===== src/rtl/sky130_fd_io__hvc_pwrgood_seq.sv =====
// Pad-supply power-good sequencer: synchronizes VDET, debounces it, dwells in SETTLE, then releases IO hold.
// Optional glitch/brown-out event counter enabled by defining SKY130_FD_IO_PWRGOOD_GLITCH_CNT_EN.
//
//   state    | meaning
//   ---------+-------------------------------------------------------
//   OFF      | sequencer idle, all outputs low
//   DEBOUNCE | vdet_s high, counting DEB_CYCLES before trusting it
//   SETTLE   | HV domain enabled, waiting HOLD_CYCLES before release
//   GOOD     | supply good, IO hold released
//   FAULT    | brown-out seen; sticky until ENABLE drops
module sky130_fd_io__hvc_pwrgood_seq #(
   parameter int SYNC_STAGES = 2,
   parameter int DEB_CYCLES  = 16,
   parameter int HOLD_CYCLES = 8,
   parameter int CNT_W       = 8
) (
   input  logic       CLK,
   input  logic       RESET_B,
   input  logic       ENABLE,
   input  logic       VDET,
   output logic       ENABLE_H,
   output logic       HLD_H_N,
   output logic       PWR_GOOD,
   output logic       FAULT,
   output logic [2:0] STATE,
   output logic [7:0] GLITCH_CNT
);

   typedef enum logic [2:0] {
      ST_OFF      = 3'd0,
      ST_DEBOUNCE = 3'd1,
      ST_SETTLE   = 3'd2,
      ST_GOOD     = 3'd3,
      ST_FAULT    = 3'd4
   } state_e;

   localparam logic [CNT_W-1:0] DEB_LAST  = CNT_W'(DEB_CYCLES - 1);
   localparam logic [CNT_W-1:0] HOLD_LAST = CNT_W'(HOLD_CYCLES - 1);
   localparam logic [CNT_W-1:0] CNT_ONE   = CNT_W'(1);

   logic [SYNC_STAGES-1:0] sync_q;
   logic                   vdet_s;
   state_e                 state_q, state_d;
   logic [CNT_W-1:0]       cnt_q, cnt_d;
   logic                   enable_h_q, hld_h_n_q, pwr_good_q, fault_q;

   always_ff @(posedge CLK or negedge RESET_B) begin
      if (!RESET_B) sync_q <= '0;
      else          sync_q <= {sync_q[SYNC_STAGES-2:0], VDET};
   end

   assign vdet_s = sync_q[SYNC_STAGES-1];

   always_comb begin
      state_d = state_q;
      cnt_d   = cnt_q;
      if (!ENABLE) begin
         state_d = ST_OFF;
         cnt_d   = '0;
      end else begin
         case (state_q)
            ST_OFF: begin
               if (vdet_s) begin
                  state_d = ST_DEBOUNCE;
                  cnt_d   = '0;
               end
            end
            ST_DEBOUNCE: begin
               if (!vdet_s) begin
                  state_d = ST_OFF;
                  cnt_d   = '0;
               end else if (cnt_q == DEB_LAST) begin
                  state_d = ST_SETTLE;
                  cnt_d   = '0;
               end else begin
                  cnt_d = cnt_q + CNT_ONE;
               end
            end
            ST_SETTLE: begin
               if (!vdet_s) begin
                  state_d = ST_FAULT;
                  cnt_d   = '0;
               end else if (cnt_q == HOLD_LAST) begin
                  state_d = ST_GOOD;
                  cnt_d   = '0;
               end else begin
                  cnt_d = cnt_q + CNT_ONE;
               end
            end
            ST_GOOD: begin
               if (!vdet_s) state_d = ST_FAULT;
            end
            ST_FAULT: begin
               state_d = ST_FAULT;
            end
            default: begin
               state_d = ST_OFF;
               cnt_d   = '0;
            end
         endcase
      end
   end

   // Outputs are decoded from state_d and registered, so they line up with state_q.
   always_ff @(posedge CLK or negedge RESET_B) begin
      if (!RESET_B) begin
         state_q    <= ST_OFF;
         cnt_q      <= '0;
         enable_h_q <= 1'b0;
         hld_h_n_q  <= 1'b0;
         pwr_good_q <= 1'b0;
         fault_q    <= 1'b0;
      end else begin
         state_q    <= state_d;
         cnt_q      <= cnt_d;
         enable_h_q <= (state_d == ST_SETTLE) || (state_d == ST_GOOD);
         hld_h_n_q  <= (state_d == ST_GOOD);
         pwr_good_q <= (state_d == ST_GOOD);
         fault_q    <= (state_d == ST_FAULT);
      end
   end

   assign ENABLE_H = enable_h_q;
   assign HLD_H_N  = hld_h_n_q;
   assign PWR_GOOD = pwr_good_q;
   assign FAULT    = fault_q;
   assign STATE    = state_q;

`ifdef SKY130_FD_IO_PWRGOOD_GLITCH_CNT_EN
   logic [7:0] glitch_q;
   logic       glitch_evt;

   assign glitch_evt = ENABLE &&
                       (((state_q == ST_DEBOUNCE) && !vdet_s) ||
                        ((state_d == ST_FAULT) && (state_q != ST_FAULT)));

   always_ff @(posedge CLK or negedge RESET_B) begin
      if (!RESET_B)                             glitch_q <= 8'd0;
      else if (glitch_evt && glitch_q != 8'hFF) glitch_q <= glitch_q + 8'd1;
   end

   assign GLITCH_CNT = glitch_q;
`else
   assign GLITCH_CNT = 8'd0;
`endif

endmodule


===== config.mk =====
export PLATFORM = sky130hd
export DESIGN_NAME = sky130_fd_io__hvc_pwrgood_seq
export DESIGN_NICKNAME = d
export VERILOG_FILES = /design/src/rtl/sky130_fd_io__hvc_pwrgood_seq.sv
export SDC_FILE = /design/constraint.sdc
export NUM_CORES = 1
export LEC_CHECK = 0
export BUFFER_PORTS_ARGS = -buffer_cell sky130_fd_sc_hd__buf_2
export CAP_MARGIN = 0
export CORE_AREA = 2 2 46 48
export DETAILED_ROUTE_END_ITERATION = 10
export DIE_AREA = 0 0 48 50
export PLACE_DENSITY = 0.79
export SLEW_MARGIN = 40
export SYNTH_ARGS = -nofsm -noshare
export SYNTH_HDL_FRONTEND = slang
export SYNTH_SLANG_ARGS = --single-unit

===== constraint.sdc =====
create_clock -name CLK -period 2.85 [get_ports CLK]
set_clock_uncertainty 0.15 [all_clocks]
set_input_delay 0.4275 -clock CLK [delete_from_list [all_inputs] [get_ports CLK]]
set_output_delay 0.4275 -clock CLK [all_outputs]
set_load 0.1 [all_outputs]

Word level (Yosys, flattened, before mapping)
Index checks and enable logic that the tools add are counted.
{ "classes": {"eq_ne": 11, "n_reduce_logical": 4, "n_addsub": 1, "n_mux": 15} }
{ "op_table": {"columns": ["operator", "count"], "rows": [
  ["$mux W8", 6],
  ["$pmux W8 S4", 1],
  ["$mux W3", 7],
  ["$pmux W3 S5", 1],
  ["$eq A3 B2 Y1 const B", 4],
  ["$add A8 B1 Y8 const B", 1],
  ["$eq A8 B3 Y1 const B", 1],
  ["$eq A8 B4 Y1 const B", 1],
  ["$eq A3 B3 Y1 const B", 2],
  ["$eq A3 B1 Y1 const B", 1],
  ["$logic_not A3 Y1", 1],
  ["$ne A3 B3 Y1 const B", 1],
  ["$ne A2 B2 Y1 const B", 1],
  ["$reduce_and A2 Y1", 1],
  ["$reduce_or A2 Y1", 1],
  ["$logic_or A1 B1 Y1", 1]
]} }
{ "word_totals": {"input_bits": 4, "reg_bits": 16, "elab_cells": 37} }

Longest topological paths before layout
Gate-level depths: netlist of run 1.
{ "depth": {"depth_word": 7, "ltp_mapped": 6, "ltp_nobuf": 5} }

Least setup slack after synthesis of run 1
No wires, ideal clock.
{ "synth_path": {"kind": "flip-flop to flip-flop", "from": "register state_q[1] (netlist: STATE[1])", "to": "register cnt_q[3]", "path_slack_ns": 0.502, "t_required_ns": 2.574, "arrival_ns": 2.072, "stages_incl_launch_ff": 7, "path_cell_list": "dfrtp_1 -> clkbuf_1 -> or2_1 -> o21ai_1 -> and2_1 -> buf_1 -> a221o_1"} }
{ "synth_via": {"elab_chain_cells": 4} }
{ "synth_lines": {"columns": ["element", "line", "text"], "rows": [
  ["start: declaration", "43", "state_e state_q, state_d;"],
  ["start signal: assignment", "114", "state_q <= state_d;"],
  ["$eq A3 B2 Y1 / $eq A3 B3 Y1 (equally long branches)", "61", "case (state_q)"],
  ["$reduce_or A2 Y1 (no source line)", null, null],
  ["$pmux W8 S4 / $ne A2 B2 Y1 (equally long branches)", null, null],
  ["$mux W8 / $reduce_and A2 Y1 (equally long branches)", null, null],
  ["end signal: assignment", "115", "cnt_q <= cnt_d;"],
  ["end: declaration", "44", "logic [CNT_W-1:0] cnt_q, cnt_d;"]
]} }
Several ways; a longest one is shown, not always the timed one.
A chain may end at the register's enable or synchronous reset.

Worst setup path in the final report of run 1
{ "layout_path": {"from": "register cnt_q[4]", "to": "register cnt_q[6]"} }
{ "layout_via": {"elab_chain_cells": 5} }
{ "layout_lines": {"columns": ["element", "line", "text"], "rows": [
  ["$add A8 B1 Y8 (tied with other cells)", "76, 87", null],
  ["$mux W8, on equally long branches", "83, 72", null],
  ["$mux W8, on equally long branches", "80, 69", null],
  ["$pmux W8 S4 *", "61", null],
  ["$mux W8 *", "57", "if (!ENABLE) begin"]
]} }
Every way passes the cells marked *; elsewhere a longest branch is shown, timed or not.

==> results.md, run 1 <==
* Outcome: finished, final reports clean
* Hold Path Depth at 1
* Clk buf depth at 2
* Vias in the first global route at 663
* Worst slew pin tran at 0.5226 ns
* Syn_area_per_cell at 9.455 sq um
* Final hold viol count at 0
* Synth Area in Adders at under 10%
* Power density over the cells at around 460 nW/um^2
* Die W at 48 microns
* Die height at 50 microns
* Total Nets Final at between 100 and 150
* Yosys warns at 0
* Relative slew slack at 64.84%
* TritonRoute pass-1 iters at 4
* P&R area growth vs syn at 7.640%
* Most frequent cells in the layout: dfrtp_1 (16), buf_2 (10), conb_1 (8), a21oi_1 (7)
* Via count at 724
* Drt total wl at 1.664 mm
* Final Power at 0.0004539 W
* Req. time, crit path at between 2 and 3 ns
* Post-route clock period utilization at between 70 and 80%
* Post-synthesis simple-gate area fraction at 22.37%
* GP Congestion at 0.8039
* Crit end category: flop
* Ports at 19
* Antenna viol nets, final at 0
* Largest fanout on the critical path at 7
* Crit path arrival time at 2.10 ns
* Post-DP HPWL at roughly 1.2 mm
* Clk root buf: clkbuf_4
* Post-CTS Setup Bufs at 0
* Reg clk slew, reported paths at 0.09 ns
* Post-synthesis cell area at 917.1 sq um
* Clock Latency Late Sink at 0.29 ns
* H-tree depth at 1
* Reg area at ~400 sq um
* Footprint of the multi-input gates at about 460 sq um
* Mean routed wirelength per cell at 12.61 microns
* Fin crit period at 2.070 ns
* Post_cts resized at 0
* Reg2Reg Depth at 4
* CTS Sinks at 16
* Commonest non-fill, non-tap cell in the layout: dfrtp_1
* Max-slew violations at 0
* Dominant synthesized flop cell: dfrtp_1
* Mux cell area share after synthesis at between 1 and 1.5%
* F_max at 483.0 MHz
* GR Overflow Total at 0
* FFs w/ async S/R, synth at 100.0%
* Largest net degree at the start of global routing at 17
* Setup violators final at 0
* Clock buffer count from CTS at 3
* Fill count at 177
* Fin util at 51.91%
* Worst hold path type: in2reg
* Global-route wire length before repair at approximately 3.1 mm
* Initial antenna violation count at 0
* EDFF count, synth at 0
* Worst setup margin at 0.7795 ns
* Row count at 16
* Peak supply drop at between 0.3 and 0.4 mV
* Crit path kind: reg2reg
* Vias per cell at about 5.5
* Largest family of logic cells by synthesized area: simple AND/OR/NAND/NOR gates
* Leak pwr at 0.4909 nW
* Syn Inst Count at 97
* Post-synthesis sequential area ratio at 43.66%
* Total GRT Usage at 17.90%
* Setup WS pre-CTS at between 0.7 and 0.8 ns
* RSZ-0062 raised after global routing: no
* Post-Route Setup TNS at 0 ns
* Register bit count reported by yosys at 16
* Remaining DRCs at 0
* Post-synthesis xor/xnor area fraction at 0.9550%
* DIE AREA at 2400 sq um
* MaxCap Viol Count at 0
* TritonCTS clock tree: yes
* Share of post-route cells with drive strength above 1 at roughly 18%
* Netlist cell types at 36
* ANT cells at 0
* Synth Area in Compound Gates at around a fifth
* Initial detailed-routing violation count at 13
* CORE AREA at 1902 sq um
* Initial Util at 48.22%
* Port Buf Inserts at 10
* CP Launch Type: flop
[registers in the layout (all words and copies together), names as in the netlist]
register / cells
cnt_q: 8
STATE: 3
sync_q: 2
ENABLE_H: 1
FAULT: 1
PWR_GOOD: 1
[cell usage after synthesis, drive strengths merged (2+ instances only)]
| cell | instances | area share [%] |
|---|---|---|
| dfrtp | 16 | 44 |
| buf | 10 | 7.8 |
| a21oi | 8 | 4.8 |
| nand2 | 6 | 2.5 |
| nand3 | 6 | 3.3 |
| nor2 | 6 | 2.5 |
| nor3 | 5 | 2.7 |
| clkbuf | 4 | 1.6 |
| a221o | 3 | 3.3 |
| nor2b | 3 | 2.0 |
| o21ai | 3 | 1.6 |
| a22o | 2 | 1.9 |
| and3 | 2 | 1.4 |
| nand2b | 2 | 1.4 |
| nor3b | 2 | 1.6 |
| o211ai | 2 | 1.6 |
[report_power, final]
part	leakage (nW)	internal (W)	switching, W
Clock	0.0210	0.0000779	0.0000680
Sequential	0.218	0.000230	0.00000303
Combinational	0.252	0.00000896	0.0000664
Total	0.491	0.000316	0.000137
[path summary, 6_finish.rpt]
path / startpoint / end / slack, ns
max in group asynchronous: RESET_B / cnt_q[4] / 1.89
setup / recovery: cnt_q[4] / cnt_q[6] / 0.78
setup reg to reg: cnt_q[4] / cnt_q[6] / 0.78
min in group asynchronous: RESET_B / cnt_q[2] / 0.41
hold reg to reg: sync_q[0] / sync_q[1] / 0.21
hold / removal: VDET / sync_q[0] / 0.09
[critical path, stage by stage, from the launching register on]
cell     delay [ns]
dfrtp_1        0.45
or4_4          0.56
o41ai_2        0.35
a21oi_2        0.13
a221o_1        0.32
[timing repair]
action | 4_1_cts | 5_1_grt
setup endpoints to repair | 0 | 0
hold endpoints to repair | 16 | 0
hold buffers | 1 | 0
[cell type report]
type	count	area share (%)
well taps	27	3.422
flip-flops and latches	16	40.56
clock buffers	4	3.676
multi-input cells	74	46.26
repair buffers	11	6.084
[kinds of logic (layout without fill, tap and decap cells)]
| logic type | Yosys count | count (layout) |
|---|---|---|
| simple gates | 38 | 38 |
| buf+inv | 14 | 15 |
| compound gates | 25 | 25 |
| fa+ha+maj | 1 | 1 |
| mux | 1 | 1 |
| xor+xnor | 1 | 1 |
| flops | 16 | 16 |
| other cells | 1 | 8 |
[per-layer routing]
| layer | part of all wire [%] | global-route usage, % |
|---|---|---|
| met3 | 4.4 | 6.593 |
| met5 | 0 | 0 |
| met1 | 48 | 26.64 |
| met4 | 1.6 | 6.757 |
| met2 | 46 | 23.33 |
[through the flow]
stage | cells | hold slack (ns) | cell area, sq um
after CTS | 132 | 0.07757 | 987.2
after detailed placement | 127 | 0.1959 | 940.9
after floorplan | 104 | -0.01809 | 943.4
after global placement | 127 | 0.1857 | 940.9
final | 132 | 0.08887 | 987.2
after global routing | 132 | 0.06942 | 987.2
(Power assumes the default switching activity.)
==> run 2: changes to the inputs <==
--- a/config.mk
+++ b/config.mk
@@ -5,12 +5,13 @@
 export SDC_FILE = /design/constraint.sdc
 export NUM_CORES = 1
 export LEC_CHECK = 0
+export ABC_AREA = 1
 export BUFFER_PORTS_ARGS = -buffer_cell sky130_fd_sc_hd__buf_2
 export CAP_MARGIN = 0
-export CORE_AREA = 2 2 46 48
+export CORE_AREA = 2 2 48 50
 export DETAILED_ROUTE_END_ITERATION = 10
-export DIE_AREA = 0 0 48 50
-export PLACE_DENSITY = 0.79
+export DIE_AREA = 0 0 50 52
+export PLACE_DENSITY = 0.78
 export SLEW_MARGIN = 40
 export SYNTH_ARGS = -nofsm -noshare
 export SYNTH_HDL_FRONTEND = slang
==> constraint.sdc (replaced) <==
create_clock -name CLK -period 2 [get_ports CLK]
set_clock_uncertainty 0.15 [all_clocks]
set_input_delay 0.3 -clock CLK [delete_from_list [all_inputs] [get_ports CLK]]
set_output_delay 0.3 -clock CLK [all_outputs]
set_load 0.1 [all_outputs]
==> run 2 against run 1 <==
Global-route usage down 0.77 points; sequential power grew 50%; register-to-register slack lost 0.37 ns; final area increased by 8.0%; worst hold slack better by 0.10 ns.
==> results.md, run 2 <==
* MaxCap Viol Count at 0
* CORE AREA at 2106 sq um
* Synth top cells by count: nand2_1 (32), dfrtp_1 (16), inv_1 (11)
* CP top delay family: flip-flops
* Most flops, register: cnt_q
* CP bufs+invs at 1
* Critical path, cell by cell: buf_2
* H-tree depth at 1
* Post-DP HPWL at ~1.4 mm
* Initial Util at 47.30%
* Initial antenna violation count at 0
* F_max at 592.7 MHz
* Vias in the first global route at 797
* Total GRT Usage at 17.12%
* Row count at 17
* Register bit count reported by yosys at 16
* CP Launch Type: flop
* Worst hold path type: in2reg
* Post-CTS Setup Bufs at 0
* Mean routed wirelength per cell at 11.24 microns
* DP Area at 1023 sq um
* Netlist cell types at 26
* ANT cells at 0
* Commonest non-fill, non-tap cell in the layout: nand2_1
* Syn_area_per_cell at just under 8 sq um
* Most frequent cells in the layout: nand2_1 (32), dfrtp_1 (16), inv_1 (11), buf_2 (10), conb_1 (8)
* Remaining DRCs at 0
* Fill count at 193
* Via count at around 830
* Setup violators final at 0
* Drt total wl at 1.889 mm
* Die height at 52 microns
* Syn Inst Count at about 130
* Post-synthesis sequential area ratio at 40.20%
* Port Buf Inserts at 10
* Req. time, crit path at 1.55 ns
* Post-route clock period utilization at 84.36%
* TritonRoute pass-1 iters at 4
* Peak supply drop at 0.4309 mV
* Total Nets Final at 147
* Initial detailed-routing violation count at 27
* Crit path kind: reg2out
* Post-synthesis cell area at ~1000 sq um
* Most frequent cell after synthesis: nand2_1
* Non-Filler Cell Area, Final at 1066 sq um
* Outcome: finished, final reports clean
* Post-Route Setup TNS at 0 ns
* GR Overflow Total at 0
* Die W at 50 microns
* Clock Latency Late Sink at 0.29 ns
* TritonCTS clock tree: yes
* EDFF count, synth at 0
* DIE AREA at 2600 sq um
* Final Power at around 0.00066 W
* P&R area growth vs syn at 7.035%
* Fin crit period at 1.687 ns
* Vias per cell at 4.929
* Reg clk slew, reported paths at 0.09 ns
* Yosys warns at 0
* Max reg flops at 8
* RSZ-0062 raised after global routing: no
* Largest net degree at the start of global routing at 17
* Antenna viol nets, final at 0
* Setup WS pre-CTS at 0.4485 ns
* Top post-synthesis cells by area: dfrtp_1 (40%), nand2_1 (12%), buf_4 (6.8%)
* Share of post-route cells with drive strength above 1 at 26.43%
* CTS Sinks at 16
* FFs w/ async S/R, synth at 100.0%
* Crit path arrival time at 1.24 ns
* Largest fanout on the critical path at 6
* Clock buffer count from CTS at 3
* GP Congestion at 0.8744
* Share of the synthesized area in the top cell type at 40.20%
* Leak pwr at ~0.57 nW
* Global-route wire length before repair at around 3.3 mm
* Worst setup margin at about 0.31 ns
* CP max-delay cell: dfrtp_1
* Ports at 19
* Crit end category: primary output
* Clk root buf: clkbuf_4
* Clk buf depth at 2
* Power density over the cells at 620.8 nW/um^2
* Max-slew violations at 0
* Yosys top cell by area: dfrtp_1
* Dominant synthesized flop cell: dfrtp_1
* Highest cell delay on the worst timing path at around 0.48 ns
* Final hold viol count at 0
run 2: path summary, 6_finish.rpt:
check / startpoint / to / slack [ns] / cells past startpoint
max in group asynchronous: RESET_B / sync_q[0] / 1.14 / 2
worst max register to register: cnt_q[0] / PWR_GOOD / 0.41 / 7
worst min-delay path: ENABLE / cnt_q[5] / 0.19 / 3
min in group asynchronous: RESET_B / cnt_q[2] / 0.30 / 2
worst max-delay path: STATE[2] / STATE[2] / 0.31 / 1
worst min register to register: sync_q[0] / sync_q[1] / 0.21 / 0
run 2: what timing repair did:
action,4_1_cts,5_1_grt
gates resized for setup,0,0
hold buffers,2,0
endpoints found under the hold margin,17,0
run 2: cell families after synthesis:
group	Yosys count	share of synthesized area, %
flip-flops	16	40.20
other	1	0.3765
AND/OR/NAND/NOR	68	32.92
adder cells (fa/ha/maj)	1	1.256
buffers and inverters	28	14.82
AO/OA/AOI/OAI	14	9.548
XOR/XNOR	1	0.8796
run 2: worst min-delay path, cell delays in order:
cell,delay [ns]
buf_2,0.16
nand2_1,0.08
nand2_1,0.05
run 2: per-layer routing:
metal | global-route usage, % | share of wire [%] | up-vias
li1 | - | - | 413
met1 | 19.85 | 45 | 385
met2 | 30.26 | 50 | 26
met3 | 1.724 | 2.9 | 4
met4 | 10.65 | 1.9 | 0
met5 | 0 | 0 | -
run 2: layout make-up:
class                      count  area (sq um)  share of cell area (%)
clock buffer                   3         22.52                   2.113
inverter                      17         63.81                   5.986
multi-input combinational     92         474.2                   44.48
sequential                    16         400.4                   37.56
tap                           28         35.03                   3.286
timing repair buffer          12         70.07                   6.573
run 2: report_power, final:
group / total, W / internal, W / switching [W]
Sequential: 0.000350 / 0.000335 / 0.0000149
Combinational: 0.000145 / 0.0000251 / 0.000119
Clock: 0.000167 / 0.0000700 / 0.0000970
Total: 0.000662 / 0.000430 / 0.000231
run 2: stage by stage:
step                hold WS (ns)  std cells  utilization, %
global placement         0.07544        163           48.60
global route              0.1936        168           50.62
floorplan                -0.1456        136               -
finish                    0.1893        168           50.62
detailed placement       0.07904        163           48.60
CTS                       0.1890        168           50.62
==> run 3: changes to the inputs <==
==> constraint.sdc (replaced) <==
create_clock -name CLK -period 1.7 [get_ports CLK]
set_clock_uncertainty 0.15 [all_clocks]
set_input_delay 0.255 -clock CLK [delete_from_list [all_inputs] [get_ports CLK]]
set_output_delay 0.255 -clock CLK [all_outputs]
set_load 0.1 [all_outputs]
==> run 3 against run 2 <==
Final cell count increased by 1.2%; core utilization increased by 1.4 points; via count increased by 2.5%; sequential share of layout area decreased by 0.53 points; sequential cell count unchanged; worst hold slack got worse by 0.047 ns; count of clock-buffer cells in the layout increased by 1; highest routed layer unchanged.
==> results.md, run 3 (synthesis gave the netlist of run 2 again) <==
* Crit end category: primary output
* Gate power share at between 20% and 30%
* Int Power at about 0.00056 W
* Port Buf Inserts at 10
* MaxCap Viol Count at 0
* Die W at 50 microns
* Antenna viol nets, final at 0
* Most flops, register: cnt_q
* Critical path, cell by cell: buf_2
* Sw power at approximately 0.00028 W
* Instance count on the critical path at 1
* Max reg flops at 8
* Outcome: finished, final reports clean
* Net Sw Frac at 33.53%
* TritonRoute pass-1 iters at 4
* Power density over the cells at 765.0 nW/um^2
* CORE AREA at between 2000 and 2500 sq um
* Mean routed wirelength per cell at 11.53 microns
* Global-route wire length before repair at 3.381 mm
* ANT cells at 0
* Die height at about 52 microns
* Post-route clock period utilization at slightly above 90%
* Peak supply drop at 0.5970 mV
* Final Power at 0.0008375 W
* Post-DP HPWL at ~1.5 mm
* Max-slew violations at 0
* Total Nets Final at 148
* Crit path kind: reg2out
* Setup violators final at 0
* Drt total wl at 1.960 mm
* CTS Sinks at 16
* Share of post-route cells with drive strength above 1 at between 30 and 40%
* Ports at 19
* Post-CTS Setup Bufs at 0
* H-tree depth at 1
* RSZ-0062 raised after global routing: no
* Hold Path Depth at 3
* Initial antenna violation count at 0
* Reg area at 405.4 sq um
* DIE AREA at 2600 sq um
* Clk buf depth at 2
* Reg power frac at 48.9%
* Highest cell delay on the worst timing path at approximately 0.45 ns
* CP max-delay cell: buf_2
* Clock Latency Late Sink at around 0.28 ns
* Reg clk slew, reported paths at 0.09 ns
* Clk root buf: clkbuf_4
* Crit path arrival time at 1.17 ns
* CP bufs+invs at 1
* Req. time, crit path at 1.29 ns
* GR Overflow Total at 0
* Initial detailed-routing violation count at 10
* Fill count at a little under 200
* Largest net degree at the start of global routing at 17
* Largest fanout on the critical path at 6
* Post-Route Setup TNS at 0 ns
* Via count at ~850
* Remaining DRCs at 0
* Total GRT Usage at 17.06%
* Vias per cell at 4.994
* Reg2Reg Depth at 7
* CP top delay family: buffers and inverters
* Row count at 17
* Hold WS at 0.1420 ns
* Power share of the clock group at 30.1%
* Reg-to-reg slack, setup at 0.16 ns
* TritonCTS clock tree: yes
* Leak pwr at 0.5679 nW
* Commonest non-fill, non-tap cell in the layout: nand2_1
* Worst hold path type: in2reg
* Fin crit period at 1.575 ns
* Vias in the first global route at 782
* Most frequent cells in the layout: nand2_1 (32), dfrtp_1 (12), inv_1 (11), buf_2 (10), conb_1 (8)
* P&R area growth vs syn at 9.925%
* CP Launch Type: flop
* Final hold viol count at 0
* Clock buffer count from CTS at 3
* Footprint of the multi-input gates at 476.7 sq um
* GP Congestion at between 0.8 and 0.9
* F_max at 634.8 MHz
* Initial Util at a little under half
run 3: changes by cell type in the layout (fill, tap and decap cells not counted), sizes merged:
cell | before | now
clkbuf | 3 | 4
buf | 10 | 11
run 3: final timing paths:
kind / start / to
worst max-delay path: STATE[0] / STATE[0]
worst min-delay path: ENABLE / cnt_q[4]
worst max register to register: cnt_q[0] / PWR_GOOD
worst min register to register: sync_q[0] / sync_q[1]
max in group asynchronous: RESET_B / STATE[0]
min in group asynchronous: RESET_B / cnt_q[3]
run 3: per-stage QoR:
| stage | worst slack, ns | area [sq um] | utilization [%] | instances |
|---|---|---|---|---|
| after floorplan | 0.1139 | 1027 | - | 136 |
| after global placement | 0.2114 | 1036 | 49.20 | 164 |
| after detailed placement | 0.1814 | 1036 | 49.20 | 164 |
| after CTS | 0.1200 | 1092 | 51.87 | 170 |
| after global routing | 0.02330 | 1095 | 51.99 | 170 |
| final | 0.1247 | 1095 | 51.99 | 170 |
run 3: power by group through the flow:
stage	registers [W]	clock network [W]	logic (W)
floorplan	0.000424	0	0.000153
global placement	0.000415	0	0.000169
detailed placement	0.000416	0	0.000171
CTS	0.000409	0.000255	0.000175
global route	0.000412	0.000272	0.000189
finish	0.000409	0.000252	0.000176
run 3: layout make-up:
type | count | share of cell area (%)
multi-input combinational | 92 | 43.54
inverter | 17 | 5.829
clock buffer | 4 | 3.314
tap | 28 | 3.200
sequential | 16 | 37.03
timing repair buffer | 13 | 7.086
run 3: repair_timing:
item / CTS / global route
setup endpoints to repair: 0 / 1
endpoints found under the hold margin: 17 / 0
gates resized for setup: 0 / 1
hold buffers: 2 / 0
run 3: layer usage:
metal / vias to the layer above / share of wire, % / global-route usage (%)
met5: - / 0 / 0
li1: 417 / - / -
met1: 409 / 47 / 22.79
met4: 0 / 1.3 / 6.944
met3: 4 / 3.2 / 2.586
met2: 19 / 49 / 27.63
